<file path="config.mk">
export PLATFORM = sky130hd
export DESIGN_NAME = cache_ctrl_flat
export DESIGN_NICKNAME = d
export VERILOG_FILES = /design/src/rtl/cache_types_pkg.sv /design/src/rtl/cache_ctrl_if.sv /design/src/rtl/cache_perf_ctr.sv /design/src/rtl/cache_ctrl.sv /design/src/flat_wrapper.sv
export SDC_FILE = /design/constraint.sdc
export NUM_CORES = 1
export LEC_CHECK = 0
export ABC_AREA = 1
export CORE_AREA = 2 2 39 41
export DETAILED_ROUTE_END_ITERATION = 10
export DIE_AREA = 0 0 41 43
export DONT_BUFFER_PORTS = 1
export GPL_TIMING_DRIVEN = 0
export PLACE_DENSITY = 0.44
export SYNTH_ARGS = -nofsm -noshare
export SYNTH_HDL_FRONTEND = slang
export SYNTH_HIERARCHICAL = 1
export SYNTH_SLANG_ARGS = --single-unit
</file>
<file path="constraint.sdc">
create_clock -name clk -period 1.5 [get_ports clk]
set_input_delay 0.3 -clock clk [delete_from_list [all_inputs] [get_ports clk]]
set_output_delay 0.3 -clock clk [all_outputs]
set_load 0.005 [all_outputs]
</file>
<file path="src/rtl/cache_types_pkg.sv">
// cache_types_pkg
//   Shared types for the L1 cache controller slice.
//   - cache_state_t : controller states CHECK / WB / FILL
//   - NUM_WAYS      : associativity (2)
//   - hit_index()   : encodes a per-way hit vector into a way index
//   Optional feature macro used elsewhere in this slice: CACHE_PERF_CNT_EN.
package cache_types_pkg;

  localparam int NUM_WAYS = 2;

  typedef enum logic [1:0] {
    CHECK = 2'd0,
    WB    = 2'd1,
    FILL  = 2'd2
  } cache_state_t;

  // Way index of a hit vector; the illegal double hit 2'b11 resolves to way 0.
  function automatic logic hit_index(input logic [NUM_WAYS-1:0] hit);
    return hit[1] & ~hit[0];
  endfunction

endpackage

</file>
<file path="src/rtl/cache_ctrl_if.sv">
// cache_ctrl_if
//   Bundles the CPU handshake, metadata inputs, array write controls and
//   physical-memory handshake of the cache controller.
//   Modports:
//   - slave  : the controller (consumes requests/metadata, drives controls)
//   - master : CPU + datapath + memory side (the opposite directions)
interface cache_ctrl_if;
  import cache_types_pkg::*;

  // CPU side
  logic                mem_read;
  logic                mem_write;
  logic                mem_resp;
  // metadata of the addressed set
  logic [NUM_WAYS-1:0] hit_way;
  logic [NUM_WAYS-1:0] dirty_way;
  logic                lru_way;
  // array write controls and datapath selects
  logic [NUM_WAYS-1:0] data_we;
  logic                data_sel_mem;
  logic [NUM_WAYS-1:0] tag_we;
  logic [NUM_WAYS-1:0] valid_we;
  logic [NUM_WAYS-1:0] dirty_we;
  logic                dirty_din;
  logic                lru_we;
  logic                lru_din;
  logic                out_way;
  // physical-memory side
  logic                pmem_addr_sel;
  logic                pmem_read;
  logic                pmem_write;
  logic                pmem_resp;

  modport slave (
    input  mem_read, mem_write, hit_way, dirty_way, lru_way, pmem_resp,
    output mem_resp, data_we, data_sel_mem, tag_we, valid_we, dirty_we,
           dirty_din, lru_we, lru_din, out_way, pmem_addr_sel, pmem_read,
           pmem_write
  );

  modport master (
    output mem_read, mem_write, hit_way, dirty_way, lru_way, pmem_resp,
    input  mem_resp, data_we, data_sel_mem, tag_we, valid_we, dirty_we,
           dirty_din, lru_we, lru_din, out_way, pmem_addr_sel, pmem_read,
           pmem_write
  );

endinterface

</file>
<file path="src/rtl/cache_perf_ctr.sv">
// cache_perf_ctr
//   Single saturating event counter (used only when CACHE_PERF_CNT_EN is defined).
//   Ports: clk, rst (sync, active-high), inc (count enable), count (value).
module cache_perf_ctr #(
  parameter int CNT_W = 32
) (
  input  logic             clk,
  input  logic             rst,
  input  logic             inc,
  output logic [CNT_W-1:0] count
);

  logic [CNT_W-1:0] count_q;

  // Counter register: clears on reset, sticks at all-ones.
  always_ff @(posedge clk) begin
    if (rst) begin
      count_q <= {CNT_W{1'b0}};
    end else if (inc && (count_q != {CNT_W{1'b1}})) begin
      count_q <= count_q + {{(CNT_W-1){1'b0}}, 1'b1};
    end else begin
      count_q <= count_q;
    end
  end

  assign count = count_q;

endmodule

</file>
<file path="src/rtl/cache_ctrl.sv">
// cache_ctrl
//   Control FSM of the 2-way set-associative, write-back, write-allocate L1.
//   Ports:
//   - clk, rst : clock and synchronous active-high reset
//   - bus      : cache_ctrl_if.slave (CPU handshake, set metadata, array
//                write enables / muxes, pmem handshake)
//   - hit_cnt, miss_cnt, wb_cnt : performance counters, present only when
//                the macro CACHE_PERF_CNT_EN is defined
//   Hits complete in the request cycle; misses write back a dirty victim,
//   fill the line, then replay the request as a hit.
module cache_ctrl
  import cache_types_pkg::*;
#(
  parameter int S_INDEX = 4,
  parameter int CNT_W   = 32
) (
  input  logic             clk,
  input  logic             rst,
  cache_ctrl_if.slave      bus
`ifdef CACHE_PERF_CNT_EN
  ,
  output logic [CNT_W-1:0] hit_cnt,
  output logic [CNT_W-1:0] miss_cnt,
  output logic [CNT_W-1:0] wb_cnt
`endif
);

  localparam logic [1:0] ST_CHECK = CHECK;
  localparam logic [1:0] ST_WB    = WB;
  localparam logic [1:0] ST_FILL  = FILL;

  logic [1:0]          state_q, state_d;
  logic                victim_q, victim_d;

  logic                req_s;
  logic                hw_s;
  logic                mem_resp_s;
  logic [NUM_WAYS-1:0] data_we_s, tag_we_s, valid_we_s, dirty_we_s;
  logic                data_sel_mem_s, dirty_din_s, lru_we_s, lru_din_s;
  logic                out_way_s, pmem_addr_sel_s, pmem_read_s, pmem_write_s;

  assign req_s = bus.mem_read | bus.mem_write;
  assign hw_s  = hit_index(bus.hit_way);

  // State and victim registers.
  always_ff @(posedge clk) begin
    if (rst) begin
      state_q  <= ST_CHECK;
      victim_q <= 1'b0;
    end else begin
      state_q  <= state_d;
      victim_q <= victim_d;
    end
  end

  // Next state and all control outputs; everything defaults to 0 / hold.
  always_comb begin
    state_d         = state_q;
    victim_d        = victim_q;
    mem_resp_s      = 1'b0;
    data_we_s       = 2'b00;
    data_sel_mem_s  = 1'b0;
    tag_we_s        = 2'b00;
    valid_we_s      = 2'b00;
    dirty_we_s      = 2'b00;
    dirty_din_s     = 1'b0;
    lru_we_s        = 1'b0;
    lru_din_s       = 1'b0;
    out_way_s       = 1'b0;
    pmem_addr_sel_s = 1'b0;
    pmem_read_s     = 1'b0;
    pmem_write_s    = 1'b0;
    case (state_q)
      ST_CHECK: begin
        if (req_s && (bus.hit_way != 2'b00)) begin
          mem_resp_s = 1'b1;
          out_way_s  = hw_s;
          lru_we_s   = 1'b1;
          lru_din_s  = ~hw_s;
          // a write (including read+write together) merges CPU data and marks dirty
          if (bus.mem_write) begin
            data_we_s[hw_s]  = 1'b1;
            dirty_we_s[hw_s] = 1'b1;
            dirty_din_s      = 1'b1;
          end else begin
            data_we_s = 2'b00;
          end
        end else if (req_s) begin
          victim_d = bus.lru_way;
          if (bus.dirty_way[bus.lru_way]) begin
            state_d = ST_WB;
          end else begin
            state_d = ST_FILL;
          end
        end else begin
          state_d = ST_CHECK;
        end
      end
      ST_WB: begin
        pmem_write_s    = 1'b1;
        pmem_addr_sel_s = 1'b1;
        if (bus.pmem_resp) begin
          state_d = ST_FILL;
        end else begin
          state_d = ST_WB;
        end
      end
      ST_FILL: begin
        pmem_read_s = 1'b1;
        // the line lands in the victim way as a clean, valid line
        if (bus.pmem_resp) begin
          data_we_s[victim_q]  = 1'b1;
          tag_we_s[victim_q]   = 1'b1;
          valid_we_s[victim_q] = 1'b1;
          dirty_we_s[victim_q] = 1'b1;
          data_sel_mem_s       = 1'b1;
          dirty_din_s          = 1'b0;
          state_d              = ST_CHECK;
        end else begin
          state_d = ST_FILL;
        end
      end
      default: begin
        state_d = ST_CHECK;
      end
    endcase
  end

  assign bus.mem_resp      = mem_resp_s;
  assign bus.data_we       = data_we_s;
  assign bus.data_sel_mem  = data_sel_mem_s;
  assign bus.tag_we        = tag_we_s;
  assign bus.valid_we      = valid_we_s;
  assign bus.dirty_we      = dirty_we_s;
  assign bus.dirty_din     = dirty_din_s;
  assign bus.lru_we        = lru_we_s;
  assign bus.lru_din       = lru_din_s;
  assign bus.out_way       = out_way_s;
  assign bus.pmem_addr_sel = pmem_addr_sel_s;
  assign bus.pmem_read     = pmem_read_s;
  assign bus.pmem_write    = pmem_write_s;

`ifdef CACHE_PERF_CNT_EN
  logic replay_q;
  logic hit_inc_s, miss_inc_s, wb_inc_s;

  // Marks the first CHECK cycle after a fill, whose hit is the miss replay.
  always_ff @(posedge clk) begin
    if (rst) begin
      replay_q <= 1'b0;
    end else begin
      replay_q <= (state_q == ST_FILL) && bus.pmem_resp;
    end
  end

  assign hit_inc_s  = (state_q == ST_CHECK) && req_s && (bus.hit_way != 2'b00) && !replay_q;
  assign miss_inc_s = (state_q == ST_CHECK) && req_s && (bus.hit_way == 2'b00);
  assign wb_inc_s   = (state_q == ST_WB) && bus.pmem_resp;

  cache_perf_ctr #(.CNT_W(CNT_W)) u_hit_ctr  (.clk(clk), .rst(rst), .inc(hit_inc_s),  .count(hit_cnt));
  cache_perf_ctr #(.CNT_W(CNT_W)) u_miss_ctr (.clk(clk), .rst(rst), .inc(miss_inc_s), .count(miss_cnt));
  cache_perf_ctr #(.CNT_W(CNT_W)) u_wb_ctr   (.clk(clk), .rst(rst), .inc(wb_inc_s),   .count(wb_cnt));
`endif

endmodule

</file>
<file path="src/flat_wrapper.sv">
// flat-port wrapper written by rule: the top's interface ports become plain ports
module cache_ctrl_flat import cache_types_pkg::*;
#(
  parameter int S_INDEX = 4,
  parameter int CNT_W   = 32
)
  (clk, rst, bus_mem_read, bus_mem_write, bus_hit_way, bus_dirty_way, bus_lru_way, bus_pmem_resp, bus_mem_resp, bus_data_we, bus_data_sel_mem, bus_tag_we, bus_valid_we, bus_dirty_we, bus_dirty_din, bus_lru_we, bus_lru_din, bus_out_way, bus_pmem_addr_sel, bus_pmem_read, bus_pmem_write);
  cache_ctrl_if bus_i ();
  input  logic clk;
  input  logic rst;
  input wire logic [$bits(bus_i.mem_read)-1:0] bus_mem_read;
  input wire logic [$bits(bus_i.mem_write)-1:0] bus_mem_write;
  input wire logic [$bits(bus_i.hit_way)-1:0] bus_hit_way;
  input wire logic [$bits(bus_i.dirty_way)-1:0] bus_dirty_way;
  input wire logic [$bits(bus_i.lru_way)-1:0] bus_lru_way;
  input wire logic [$bits(bus_i.pmem_resp)-1:0] bus_pmem_resp;
  output wire logic [$bits(bus_i.mem_resp)-1:0] bus_mem_resp;
  output wire logic [$bits(bus_i.data_we)-1:0] bus_data_we;
  output wire logic [$bits(bus_i.data_sel_mem)-1:0] bus_data_sel_mem;
  output wire logic [$bits(bus_i.tag_we)-1:0] bus_tag_we;
  output wire logic [$bits(bus_i.valid_we)-1:0] bus_valid_we;
  output wire logic [$bits(bus_i.dirty_we)-1:0] bus_dirty_we;
  output wire logic [$bits(bus_i.dirty_din)-1:0] bus_dirty_din;
  output wire logic [$bits(bus_i.lru_we)-1:0] bus_lru_we;
  output wire logic [$bits(bus_i.lru_din)-1:0] bus_lru_din;
  output wire logic [$bits(bus_i.out_way)-1:0] bus_out_way;
  output wire logic [$bits(bus_i.pmem_addr_sel)-1:0] bus_pmem_addr_sel;
  output wire logic [$bits(bus_i.pmem_read)-1:0] bus_pmem_read;
  output wire logic [$bits(bus_i.pmem_write)-1:0] bus_pmem_write;
  assign bus_i.mem_read = bus_mem_read;
  assign bus_i.mem_write = bus_mem_write;
  assign bus_i.hit_way = bus_hit_way;
  assign bus_i.dirty_way = bus_dirty_way;
  assign bus_i.lru_way = bus_lru_way;
  assign bus_i.pmem_resp = bus_pmem_resp;
  assign bus_mem_resp = bus_i.mem_resp;
  assign bus_data_we = bus_i.data_we;
  assign bus_data_sel_mem = bus_i.data_sel_mem;
  assign bus_tag_we = bus_i.tag_we;
  assign bus_valid_we = bus_i.valid_we;
  assign bus_dirty_we = bus_i.dirty_we;
  assign bus_dirty_din = bus_i.dirty_din;
  assign bus_lru_we = bus_i.lru_we;
  assign bus_lru_din = bus_i.lru_din;
  assign bus_out_way = bus_i.out_way;
  assign bus_pmem_addr_sel = bus_i.pmem_addr_sel;
  assign bus_pmem_read = bus_i.pmem_read;
  assign bus_pmem_write = bus_i.pmem_write;
  cache_ctrl #(.S_INDEX(S_INDEX), .CNT_W(CNT_W)) u_core (.clk(clk), .rst(rst), .bus(bus_i));
endmodule
</file>
==> results, run 1 <==
- The cell chosen for the clock root is clkbuf_4.
- After global routing, the most crowded layer is met2.
- The category of the most critical setup path is reg2out.
- Across every metal layer, demand over resource in global routing totals 9.94%.
- Summing the sequential cell areas from Yosys gives 16.9% of the chip area.
- Port buffering added 0 buffers.
- The post-detailed-routing wire length is 761 um.
- The clock latency reported for the late side of the worst-skew pair is 0.23 ns.
- The detailed-route wire length per cell is ~9.2 um.
- The most used flip-flop cell after synthesis is dfxtp_1.
- The met1 capacity usage during global routing is 11.3%.
- The synthesized netlist occupies a cell area of roughly 360 um2.
- The die is a little over 40 um wide.
- The Yosys step of the flow raised 6 warnings.
- For met3 alone, demand over resource in global routing was 3.14%.
- After clock tree synthesis, the clock-pin slew on the worst setup and hold paths is 0.03 ns.
- The total DRC errors in the routed layout is 0.
- In this run the worst path has a maximum fanout of 4.
- TritonCTS built the clock tree.
- In this run the vertical extent of the chip is 43 um.
- The max-slew violation count is 0.
- The number of distinct library cells after synthesis is 14.
- The clock tree buffer depth is 2.
- For the pin with the worst max-slew slack, the measured transition is around 0.21 ns.
- The net count after synthesis is 72.
- The wire length of the first global-routing pass is 1.17 mm.
- Entering global routing, the biggest net connects 7 pins.
- The register bit total from synthesis is 3.
- The tightest min-delay check is of the in2reg type.
- The number of antenna violations at the first check in global routing is 0.
- The initial utilization of the core area, before any placement, comes to 25.7%.
- The async set or reset register ratio after synthesis is 0%.
- The final clock period utilization by the worst path is 96.2%.
- In this run the power density over the cells is roughly 840 nW/um2.
- By area the synthesized netlist is led by dfxtp_1, nand2_1, buf_4.
- The number of enable-type register cells in the synthesized netlist is 0.
- The cts-stage hold buffer count is 0.
- Data on the critical path is required at its endpoint by 1.20 ns.
- Setup violations remaining at the end of the flow were counted as 0.
- Relative to the synthesized area, the layout overhead comes to 21.1%.
- The library cell with the largest summed area after synthesis is dfxtp_1.
- The share of final-layout standard cells stronger than drive strength 1 is between 40% and 50%.
- The total clock buffers created by CTS is 3.
- Summed over all nets, the half-perimeter wirelength after detailed placement is 638 um.
- The tool flagged a number of max-cap violations equal to 0.
- Summed over all failing endpoints, the final setup total negative slack is 0 ns.
- The placeable core area is 1380 um2.
- The total congestion overflow after global routing is 0.
- Timing would allow up to 693 MHz.
- The standby leakage power is 0.252 nW.
- The data arrival time at the worst-slack endpoint is 1.14 ns.
- The mean post-synth cell area is ~5.7 um2.
- The final layout net count is 78.
- The number of clock sinks is 3.
- The number of antenna diodes in the final layout is 0.
- nand2_1 is the most common cell in the netlist.
- The hold violation count in the final report is 0.
- The die covers between 1500 and 2000 um2.
- The number of global-route vias before repair is about 310.
- Between clock sinks in the finished design, the worst skew comes to about 0.0016 ns.
- Setup repair after global routing could not meet its margin everywhere.
- The worst slew slack as a fraction of its limit is 85.8%.
- By count the netlist is led by nand2_1, inv_1, nor2_1.
- The routed layout has about 360 vias.
- The count of boundary I/O pins is 27.
- The worst setup path is captured at an output pin.
- The top cell type by area accounts for 16.9% of the synthesized area.
- Using the TritonRoute via totals, the vias-per-cell ratio works out to 4.31.
- The time the final worst path needs with I/O delays and setup is about 1.4 ns.
- VDD sags by at most between 0.2 and 0.25 mV.
- The total number of placement rows is 14.
- Hold timing on the final database bottoms out at a slack of around 0.21 ns.
- The detailed router finished its first iteration with 7 violations.
- In this run the number of H-tree levels came out at 1.
- The element type at the critical path start is a flop.
- Global routing used 14.4% of the available met2 tracks.
- The residual antenna-violating net count after detailed routing is 0.
- The gate count after technology mapping is 62.
- The flow ran to the end, and the final reports show no timing, DRC or antenna violations.
- Before antenna repair, the detailed router went through 2 iterations.
- The routability-driven placement congestion ratio is roughly 0.70.
## flip-flops by register name, summed over array words and instances, names as in the netlist
register         count
u_core/state_q       2
u_core/victim_q      1
## worst max-delay path: stages, from the launching register on
cell and delay (ns):
dfxtp_2 0.34, nor2_4 0.13, inv_2 0.06, nor2_4 0.13, nand3_2 0.08, nand2_2 0.07
buf_4 0.11
## report_power, final
group / internal [mW] / total, mW / switching (mW) / leakage, nW
sequential: 0.0879 / 0.0976 / 0.00972 / 0.0257
clock: 0.0996 / 0.139 / 0.0399 / 0.0150
combinational: 0.0515 / 0.124 / 0.0725 / 0.211
## cells in the final DEF (no fill, tap or decap)
| master | Yosys | layout |
|---|---|---|
| nor2_2 | 1 | 2 |
| nor3_1 | 1 | 1 |
| clkbuf_4 | 0 | 3 |
| inv_2 | 4 | 4 |
| nand2_2 | 2 | 3 |
| nor2_4 | 3 | 3 |
| buf_4 | 6 | 7 |
| inv_1 | 11 | 11 |
| nand3_2 | 0 | 1 |
| dfxtp_4 | 0 | 1 |
| nor2_1 | 8 | 7 |
| nand2_1 | 13 | 12 |
| a21oi_1 | 2 | 2 |
| o22ai_2 | 0 | 1 |
| nand2_4 | 1 | 1 |
| dfxtp_2 | 0 | 1 |
| dfxtp_1 | 3 | 1 |
| nand3_1 | 6 | 5 |
| clkbuf_1 | 0 | 1 |
## through the flow
| step | utilization (%) | cells | power [mW] | cell area (um2) | setup WS (ns) |
|---|---|---|---|---|---|
| after global placement | 27.1 | 78 | 0.213 | 375 | 0.146 |
| after detailed placement | 27.1 | 78 | 0.213 | 375 | 0.145 |
| after global routing | 31.1 | 83 | 0.387 | 430 | -0.0338 |
| final | 31.1 | 83 | 0.361 | 430 | 0.0574 |
| after floorplan | - | 62 | 0.196 | 355 | 0.247 |
| after CTS | 30.4 | 83 | 0.366 | 420 | 0.00187 |
## worst paths after layout
kind	from	to	slack (ns)	depth (start not counted)
hold reg to reg	u_core/state_q[0]$_SDFFE_PP0N_	u_core/state_q[1]$_SDFFE_PP0N_	0.58	3
setup reg to reg	u_core/state_q[0]$_SDFFE_PP0N_	u_core/state_q[0]$_SDFFE_PP0N_	0.54	5
setup / recovery	u_core/state_q[0]$_SDFFE_PP0N_	bus_dirty_we[0]	0.06	6
hold / removal	bus_lru_way	u_core/victim_q$_SDFFE_PP0P_	0.21	2
## cell type report
type,instances,area (um2)
inverter,15,56.3
tap,16,20.0
clock buffer,4,26.3
sequential,3,65.1
multi-input combinational,38,210
fill,152,953
timing repair buffer,1,7.51
buffer,6,45.0
## layer usage
| metal | share of wire, % | vias up | wire (um) |
|---|---|---|---|
| li1 | - | 190 | - |
| met1 | 44 | 153 | 336 |
| met2 | 49 | 15 | 370 |
| met3 | 7.1 | 0 | 54 |
| met4 | 0 | 0 | 0 |
| met5 | 0 | - | 0 |
## logic make-up (layout without fill, tap and decap cells)
family	Yosys count	count (layout)	synth area share (%)
flops	3	3	16.9
simple gates	35	35	50.0
compound gates	3	3	4.58
buf+inv	21	26	28.5
## repair_timing
action	CTS	global route
pin swaps	3	3
resized for setup	4	3
buffers inserted	1	0
endpoints found under the setup margin	2	2
Power figures use the tool's default switching activity.
==> run 2: changes to the inputs <==
Settings changed: PLACE_DENSITY 0.44 to 0.42, SYNTH_HIERARCHICAL 1 to default.
==> results, run 2 <==
- Setup repair after global routing missed its margin: yes (unchanged).
- The register bit total from synthesis is 3 (unchanged).
- The total DRC errors in the routed layout came to 0 (unchanged).
- The slowest library cell on the worst path is dfxtp_4 (was dfxtp_2).
- The post-synth design cell area is 334 um2 (was 355 um2).
- The proportion of synthesized chip area in sequential cells was 18.0% (was 16.9%).
- The all-layer global routing usage came to 10.3% (was 9.94%).
- The startpoint of the worst register-to-register path is u_core.state_q[0]$_SDFFE_PP0N_ (was u_core/state_q[0]$_SDFFE_PP0N_).
- The maximum clock skew at final layout is 0.00441 ns (was 0.00157 ns).
- The number of max-cap violations is 0 (unchanged).
- The number of warnings issued by yosys was 0 (was 6).
- The share of final-layout standard cells stronger than drive strength 1 was 36.4% (was 40.3%).
- The gate count after technology mapping is 59 (was 62).
- The async set or reset register ratio after synthesis is 0% (unchanged).
- The count of boundary I/O pins is 27 (unchanged).
- The share of synthesized cell area in and, or, nand and nor gates is 44.6% (was 50.0%).
- The time the final worst path needs with I/O delays and setup is 1.45 ns (was 1.44 ns).
- The net count after synthesis is 69 (was 72).
- The biggest cell delay along the critical path came to 0.37 ns (was 0.34 ns).
- The dominant register cell in the synthesized netlist is dfxtp_1 (unchanged).
- The data arrival time at the worst-slack endpoint is 1.15 ns (was 1.14 ns).
- Top post-synthesis cells by area: dfxtp_1, inv_1, buf_4 (was dfxtp_1, nand2_1, buf_4).
- The area share of the largest cell type after synthesis is 18.0% (was 16.9%).
- The standby leakage power came to 0.256 nW (was 0.252 nW).
- The element type at the critical path start is a flop (unchanged).
- The placed cell count is 75 (was 78).
- The total number of vias is 353 (was 358).
- The placeable core area is 1380 um2 (unchanged).
- The final layout net count is 77 (was 78).
- The mean post-synth cell area is 5.66 um2 (was 5.73 um2).
- The xor and xnor area share after synthesis was 0% (unchanged).
- The post-detailed-routing wire length is 769 um (was 761 um).
- The endpoint kind of the worst setup timing path was an output pin (unchanged).
- The clock latency reported for the late side of the worst-skew pair came to 0.23 ns (about the same).
- The detailed-route wire length per cell is 9.38 um (was 9.17 um).
- The max-slew violation count came to 0 (unchanged).
- The transition time at the pin with the least slew margin is 0.319 ns (was 0.212 ns).
- The number of iterations in the first detailed-routing pass is 4 (was 2).
- The endpoint of the worst register-to-register path is u_core.victim_q$_SDFFE_PP0P_ (was u_core/state_q[0]$_SDFFE_PP0N_).
- Top flop regs: u_core.state_q (2), u_core.victim_q (1) (was u_core/state_q (2), u_core/victim_q (1)).
- The class of the tightest hold or removal check was in2reg (unchanged).
- The number of flip-flops under the largest register name is 2 (unchanged).
- The floorplan die width is 41 um (unchanged).
- The required time at the endpoint of the critical path is 1.20 ns (about the same).
- The setup slack of the most critical reg-to-reg path is 0.49 ns (was 0.54 ns).
- The cell depth of the worst flop-to-flop path is 5 (unchanged).
- Outcome: complete, no violations (unchanged).
- The total setup violations reported at the end of the flow is 0 (unchanged).
- The number of enable-type register cells in the synthesized netlist is 0 (unchanged).
- The power density over cell area was 799 nW/um2 (was 839 nW/um2).
- The routability-driven placement congestion ratio is 0.744 (was 0.700).
- The number of cells in the finished layout apart from fillers is 82 (was 83).
- The hold violation count in the final report is 0 (unchanged).
- The final core utilization is 31.9% (was 31.1%).
- The number of clock sinks is 3 (unchanged).
- The number of antenna violations at the first check in global routing was 0 (unchanged).
- The residual antenna-violating net count after detailed routing is 0 (unchanged).
- The highest fanout seen on the critical path is 5 (was 4).
- The vertical die dimension is 43 um (unchanged).
- The H-tree depth is 1 (unchanged).
- The effective utilization at floorplan is 24.1% (was 25.7%).
- The cell chosen for the clock root was clkbuf_4 (unchanged).
- The wire length of the first global-routing pass was 1.17 mm (unchanged).
- The beginning of the critical path is u_core.state_q[1]$_SDFFE_PP0N_ (was u_core/state_q[0]$_SDFFE_PP0N_).
- The combinational family with the most area after synthesis is simple AND/OR/NAND/NOR gates (unchanged).
- The average vias per placed instance came to 4.30 (was 4.31).
- Critical path cell sequence: inv_4, nor2_4, nand2_4, o21ai_4, buf_6 (was nor2_4, inv_2, nor2_4, nand3_2, nand2_2, buf_4).
- The total number of placement rows came to 14 (unchanged).
- The starting DRC count in detailed routing is 4 (was 7).
- The number of distinct library cells after synthesis is 16 (was 14).
- The category of the most critical setup path is reg2out (unchanged).
- The total half-perimeter wirelength after legalization and detailed placement is 608 um (was 638 um).
- The terminating pin of the worst hold path is u_core.victim_q$_SDFFE_PP0P_ (was u_core/victim_q$_SDFFE_PP0P_).
- The cell with the most instances after synthesis is inv_1 (was nand2_1).
- The final clock period utilization by the worst path is 96.5% (was 96.2%).
- The arithmetic-cell share of the synthesized area counting full adders, half adders and majority gates is 0% (unchanged).
- The count of fill cells added during filler insertion is 162 (was 152).
- The worst slew slack as a fraction of its limit is 78.5% (was 85.8%).
- The total clock buffers created by CTS is 3 (unchanged).
- The hold-critical path depth is 2 (unchanged).
- The register clock-pin slew on the reported worst setup and hold paths was 0.04 ns (was 0.03 ns).
- The top register by number of flip-flops is u_core.state_q (was u_core/state_q).
- Most frequent cells in the layout: inv_1, nand2_1, buf_4 (was nand2_1, inv_1, nor2_1, buf_4, nand3_1).
- The share of the synthesized area in compound gates (AO/OA/AOI/OAI) was 8.24% (was 4.58%).
- The number of global-route vias before repair is 306 (was 312).
- The growth of design area from synthesis to finish is 32.2% (was 21.1%).
- The count of inserted antenna diode cells is 0 (unchanged).
- The fmax is 691 MHz (was 693 MHz).
- The full die area came to 1760 um2 (unchanged).
- The source of the worst hold timing path was bus_lru_way (unchanged).
- The number of input and output port buffers inserted is 0 (unchanged).
- The worst supply voltage drop on vdd is 0.214 mV (was 0.211 mV).
- The area of all sequential standard cells is 65.1 um2 (unchanged).
- Top cell types by occurrence after synthesis: inv_1, nand2_1, nor2_1 (was nand2_1, inv_1, nor2_1).
- The total congestion overflow after global routing is 0 (unchanged).
- The cts-stage hold buffer count is 0 (unchanged).
- The clock tree buffer depth is 2 (unchanged).
- The TritonCTS clock tree is yes (unchanged).
- The leading cell type in the layout, fill and taps excluded is inv_1 (was nand2_1).
- The multiplexer area fraction after synthesis is 0% (unchanged).
- The library cell with the largest summed area after synthesis is dfxtp_1 (unchanged).
- The area used by multi-input combinational logic came to 204 um2 (was 210 um2).
- The maximum number of pins on one net before global-route repair is 8 (was 7).
## run 2: cell types whose count changed after synthesis, sizes merged
cell   delta
nand4     +1
inv       -1
nand2     -4
o21ai     +3
nor2      -1
o22ai     -1
nor4      +1
a21oi     -1
## run 2: worst max path at each step
stage | end | slack, ns | cells past startpoint
after floorplan | bus_valid_we[0] | 0.25 | 5
after global placement | bus_valid_we[0] | 0.18 | 5
after detailed placement | bus_valid_we[1] | 0.16 | 5
after CTS | bus_valid_we[1] | 0.008 | 5
after global routing | bus_dirty_we[0] | -0.04 | 5
final | bus_dirty_we[0] | 0.05 | 5
## run 2: area by class of cell
cell class,instances,share of cell area [%]
Clock buffer,4,5.95
Multi-Input combinational cell,36,46.2
Inverter,14,12.5
Timing Repair Buffer,3,5.10
Sequential cell,3,14.7
Buffer,6,11.0
Tap cell,16,4.53
## run 2: repair_timing
| item | in CTS | in global routing |
|---|---|---|
| setup buffers | 0 | 3 |
| endpoints found under the setup margin | 5 | 5 |
| pin swaps | 0 | 2 |
| resized for setup | 3 | 8 |
## run 2: cell families after synthesis
logic type,after synthesis
AO/OA/AOI/OAI,4
buffers and inverters,20
flip-flops,3
AND/OR/NAND/NOR,32
## run 2: per-stage QoR
stage / worst slack, ns / hold slack (ns) / TNS, ns / area [um2] / total power [mW]
6_report: 0.0530 / 0.211 / 0 / 442 / 0.353
5_1_grt: -0.0399 / 0.225 / -0.100 / 442 / 0.389
4_1_cts: 0.00784 / 0.204 / 0 / 392 / 0.340
3_5_place_dp: 0.163 / 0.449 / 0 / 354 / 0.188
3_3_place_gp: 0.176 / 0.449 / 0 / 354 / 0.188
2_1_floorplan: 0.253 / 0.435 / 0 / 334 / 0.174
## run 2: where the power goes
part           switching (mW)  total (mW)  internal [mW]  leakage [nW]
logic                  0.0621       0.115         0.0524         0.215
registers             0.00976      0.0961         0.0863        0.0257
clock network          0.0425       0.142         0.0997        0.0150
## run 2: routing by layer
metal | track usage, % | up-vias | routed length (um)
met3 | 3.14 | 0 | 58
met1 | 11.5 | 153 | 306
met4 | 10.0 | 0 | 0
li1 | - | 185 | -
met5 | 0 | - | 0
met2 | 14.4 | 15 | 403
## run 2: critical path, delay by kind of cell (launching register included)
kind / cells / cell delay, ns
compound gates: 1 / 0.18
buf+inv: 2 / 0.15
flops: 1 / 0.37
simple gates: 2 / 0.20
